### config.mk
export PLATFORM = sky130hd
export DESIGN_NAME = tick_divider
export DESIGN_NICKNAME = d
export VERILOG_FILES = /design/src/rtl/tick_divider.sv
export SDC_FILE = /design/constraint.sdc
export NUM_CORES = 1
export LEC_CHECK = 0
export ABC_AREA = 1
export BUFFER_PORTS_ARGS = -buffer_cell sky130_fd_sc_hd__buf_2
export CORE_AREA = 2 2 233 235
export CTS_BUF_LIST = sky130_fd_sc_hd__clkbuf_2
export DETAILED_ROUTE_END_ITERATION = 8
export DIE_AREA = 0 0 235 237
export SLEW_MARGIN = 20
export SYNTH_ARGS = -nofsm -noshare
export SYNTH_HDL_FRONTEND = slang
export SYNTH_SLANG_ARGS = --single-unit
export TNS_END_PERCENT = 100
### constraint.sdc
create_clock -name CLK -period 13.2 [get_ports CLK]
set_clock_uncertainty 0.1 [all_clocks]
set_input_delay 0 -clock CLK [delete_from_list [all_inputs] [get_ports CLK]]
set_output_delay 0 -clock CLK [all_outputs]
set_load 0.01 [all_outputs]
### src/rtl/tick_divider.sv
`default_nettype none
// ============================================================================
// Module   : tick_divider
// Purpose  : Multi-channel runtime-programmable tick generator. Each channel
//            has its own period register, enable and restart, and produces a
//            one-cycle tick strobe and a 50% toggled divided clock level.
// Revision : 1.0  initial release
// ============================================================================
module tick_divider #(
    parameter int NCH        = 4,
    parameter int CW         = 25,
    parameter int DEF_PERIOD = 2500,
    localparam int C_WCW     = (NCH > 1) ? $clog2(NCH) : 1
) (
    input  logic              CLK,
    input  logic              RST,
    input  logic [NCH-1:0]    en,
    input  logic [NCH-1:0]    restart,
    input  logic              wr_en,
    input  logic [C_WCW-1:0]  wr_ch,
    input  logic [CW-1:0]     wr_period,
    output logic [NCH-1:0]    tick,
    output logic [NCH-1:0]    clk_div,
    output logic [NCH*CW-1:0] period_rd
);

    for (genvar i = 0; i < NCH; i++) begin : g_ch
        logic [CW-1:0] r_period;
        logic [CW-1:0] r_cnt;
        logic          r_tick;
        logic          r_div;
        logic          w_wr_hit;
        logic          w_halted;
        logic          w_term;

        // Out-of-range channel indices never match any channel, so they are
        // silently dropped.
        assign w_wr_hit = wr_en && (wr_ch == C_WCW'(i));
        assign w_halted = !en[i] || (r_period == '0);
        // The decrement only matters when the period is non-zero, so the
        // wrapped value for period 0 is masked off and can never match.
        assign w_term   = (r_period != '0) && (r_cnt == (r_period - CW'(1)));

        // Per-channel counter, period register and output flops, evaluated
        // in priority: write, restart, halted, terminal count, count.
        always_ff @(posedge CLK or posedge RST) begin
            if (RST) begin
                r_period <= CW'(DEF_PERIOD);
                r_cnt    <= '0;
                r_tick   <= 1'b0;
                r_div    <= 1'b0;
            end else if (w_wr_hit) begin
                r_period <= wr_period;
                r_cnt    <= '0;
                r_tick   <= 1'b0;
            end else if (restart[i]) begin
                r_cnt    <= '0;
                r_tick   <= 1'b0;
            end else if (w_halted) begin
                r_tick   <= 1'b0;
            end else if (w_term) begin
                r_cnt    <= '0;
                r_tick   <= 1'b1;
                r_div    <= ~r_div;
            end else begin
                r_cnt    <= r_cnt + CW'(1);
                r_tick   <= 1'b0;
            end
        end

        assign tick[i]                 = r_tick;
        assign clk_div[i]              = r_div;
        assign period_rd[i*CW +: CW]   = r_period;
    end

endmodule
`default_nettype wire

==> results.cfg <==
[outcome]
outcome = finished clean

[synthesis]
syn_inst = 2458
async_flop_share_pct = 100.0
synth_xor_area_share_pct = 8.019
yosysTopAreaCell = dfrtp_1
ys_seq_area_share_pct = 33.22
syn-num-nets = 2508
synth-seq-cells = 208
synthMuxAreaShare_pct = 0
synth_adder_area_share_pct = 0.9537
synth_area_leaders = dfrtp_1 30%, nand2_1 20%, nor2_1 7.2%
synth_top_family_by_area = simple AND/OR/NAND/NOR gates
yosysWarnings = 0
synth-compound-area-share_pct = 5.301
yosysUniqueCellTypes = 41
synth_area_um2 = 15740
ys.flop_type = dfrtp_1
synth_edf_count = 0
synth_top_area_share_pct = 29.88
avgSynthCellArea_um2 = 6.405
yosys.area_share.simple_pct = 42.97

[global_routing]
grt_max_degree = 135
grt_use_met1_pct = 26.50
met3_usage_pct = 3.521
grt_pass1_vias = 15330
track_usage_pct = 19.67
antenna_found_initial = 4
grt_pass1_wl_um = 86410
overflow = 0
grt_util_met2_pct = 31.44
top_usage_layer = met2

[critical_path]
required_ns = 14.04
r2r_start = g_ch[0].r_period[16]
worstSetupPathType = flip-flop to flip-flop
endpoint_kind = flip-flop
crit_arrival_ns = 5.01
critPathLaunch = g_ch[0].r_period[16]
path_max_fanout = 22
critPathLaunchType = flip-flop

[power_and_ir_drop]
pwr_density_cell_nw_per_um2 = 100.5
internal_power_mw = 1.103
vdd_drop_max_uv = 46.75
p_sw_uw = 791.8
comb_power_share_pct = 30.6
seqPwrFrac_pct = 43.0
clockPowerShare_pct = 26.4
switching_share_pct = 41.79
p_leak_nw = 9.744

[placement]
gp_congestion = 0.9204
place_inst = 3234
placed_area_um2 = 17060
numPortBuffers = 145
hpwl_um = 40940

[routing]
antenna_left = 0
num_vias = 16361
dr.pass1.iters = 5
post-route-drc-count = 0
viasPerCell = 4.710
drt_iter0_markers = 1159
routed_wl_um = 55100
routedWlPerCell_um = 15.86

[timing]
tightest_slew_ns = 0.9680
setup_viol = 0
hold_viol = 0
tns_ns = 0
rsz0062_at_grt = no
fmax_ghz = 0.2398
period_share_pct = 31.59
slew_violations = 0
slew_headroom_pct = 35.47
min_period_ns = 4.170

[die]
coreArea_um2 = 53280
rows = 85
ios = 146
die_w_um = 235
die-area_um2 = 55700
die_h_um = 237
initial_utilization_pct = 29.55

[cells_and_area]
design_area_um2 = 18850
areaGrowthSynthToFinish_pct = 19.72
nNetsFinal = 2771
layout-drive-gt1-share_pct = 12.62
fin_cells = 3474

[min_path]
min_from = wr_en
hold_path_class = input pin to flip-flop

[clocking]
cts_root_buffer = clkbuf_2
cts.sinks = 208
cts_tree = built
cts_htree_levels = 2
cts_made_buffers = 61
clk_path_buf_depth = 3
path_clk_slew_ns = 0.11
clkLatencyLatePin_ns = 1.03
ctsResizeCount = 0

[flow_run]
maxCapViolations = 0
-- cells in the final DEF (no fill, tap or decap), drive strengths merged --
master,netlist,routed
o21a,5,5
dlygate4sd3,0,119
nor3,21,21
o21bai,5,5
nor4,6,6
xnor2,43,43
diode,0,4
clkbuf,47,93
and2,1,1
or2,4,4
or3,1,1
nand2,868,868
nor3b,5,5
nand3,228,228
a31oi,1,1
nand4,55,55
a21o,1,1
xnor3,2,2
dfstp,20,20
xor2,96,96
buf,30,158
o21ai,130,130
ha,12,12
a21oi,19,19
inv,289,291
nor2,342,342
nand3b,37,37
clkinvlp,0,1
clkinv,2,22
dfrtp,188,188
-- flip-flops by register name, indices dropped and copies added (netlist names) --
signal / cells
g_ch.r_cnt: 100
g_ch.r_div: 4
g_ch.r_period: 100
g_ch.r_tick: 4
-- power by group through the flow --
stage,logic (mW),registers (mW),clock network [mW]
2_1_floorplan,0.356,0.798,0
3_3_place_gp,0.542,0.825,0
3_5_place_dp,0.542,0.825,0
4_1_cts,0.577,0.813,0.523
5_1_grt,0.656,0.822,0.557
6_report,0.580,0.814,0.500
-- repair_timing --
action | 4_1_cts | 5_1_grt
endpoints found under the setup margin | 0 | 0
hold buffers | 119 | 0
buffers inserted | 0 | 0
endpoints found under the hold margin | 341 | 0
-- cell type report --
type / count / area (um^2)
sequential: 208 / 5230
clock buffer: 93 / 465.4
clock inverter: 23 / 95.09
antenna: 4 / 10.01
timing repair buffer: 277 / 2034
inverter: 291 / 1100
multi-input combinational: 1882 / 9041
tap: 696 / 870.8
fill: 5773 / 34440
-- final timing paths --
| path | end | slack (ns) | cells after the start |
|---|---|---|---|
| worst max-delay path | g_ch[0].r_cnt[18] | 9.03 | 11 |
| worst min-delay path | g_ch[0].r_period[23] | 0.16 | 7 |
| worst max register to register | g_ch[0].r_cnt[18] | 9.03 | 11 |
| worst min register to register | g_ch[3].r_div | 0.41 | 2 |
| max in group asynchronous | g_ch[0].r_period[2] | 11.39 | 6 |
| min in group asynchronous | g_ch[2].r_cnt[19] | 0.21 | 4 |
-- kinds of logic after synthesis --
kind of cell,Yosys count
buffers and inverters,368
AOI/OAI and AO/OA,161
and+or+nand+nor,1568
adders and majority gates,12
xor gates and xnor gates,141
DFF,208
-- Yosys cell counts (3+ instances only) --
cell type and instances:
nand2_1 857, nor2_1 304, inv_1 284, nand3_1 226, dfrtp_1 188, o21ai_0 127, xor2_1 96, nand4_1 54
clkbuf_1 47, xnor2_1 43, nand3b_1 37, nor2_2 27, dfstp_2 20, a21oi_1 19, nor3_1 16, ha_1 12
buf_2 11, buf_4 10, nor2_4 10, buf_6 9, nand2_2 9, nor4_1 6, inv_2 5, nor3_2 5
o21a_1 5, o21bai_1 5, nor3b_1 4, o21ai_1 3, or2_2 3
-- critical path, cell delays in order (launching register included) --
cell	delay, ns
dfrtp_1	0.49
nor2_1	0.18
nand2_1	0.08
nor2_1	0.27
nand3_1	0.22
a21oi_2	0.17
dlygate4sd3_1	0.57
buf_4	0.16
dlygate4sd3_1	1.13
nand2_1	0.10
nand2_1	0.10
dlygate4sd3_1	0.54
-- metrics by stage --
step	worst slack [ns]	hold WS (ns)	power [mW]	utilization, %
2_1_floorplan	7.452	0.01644	1.154	-
3_3_place_gp	10.41	0.1308	1.367	32.01
3_5_place_dp	10.36	0.1315	1.367	32.01
4_1_cts	9.041	0.03447	1.913	35.30
5_1_grt	8.720	0.1509	2.036	35.36
6_report	9.030	0.1615	1.894	35.37
-- routing by layer --
metal / vias to the layer above / part of all wire (%)
met5: - / 0.024
li1: 8269 / -
met3: 102 / 6.5
met4: 2 / 3.1
met2: 483 / 45
met1: 7505 / 46
Note: power is estimated with default switching activity, not from simulation.
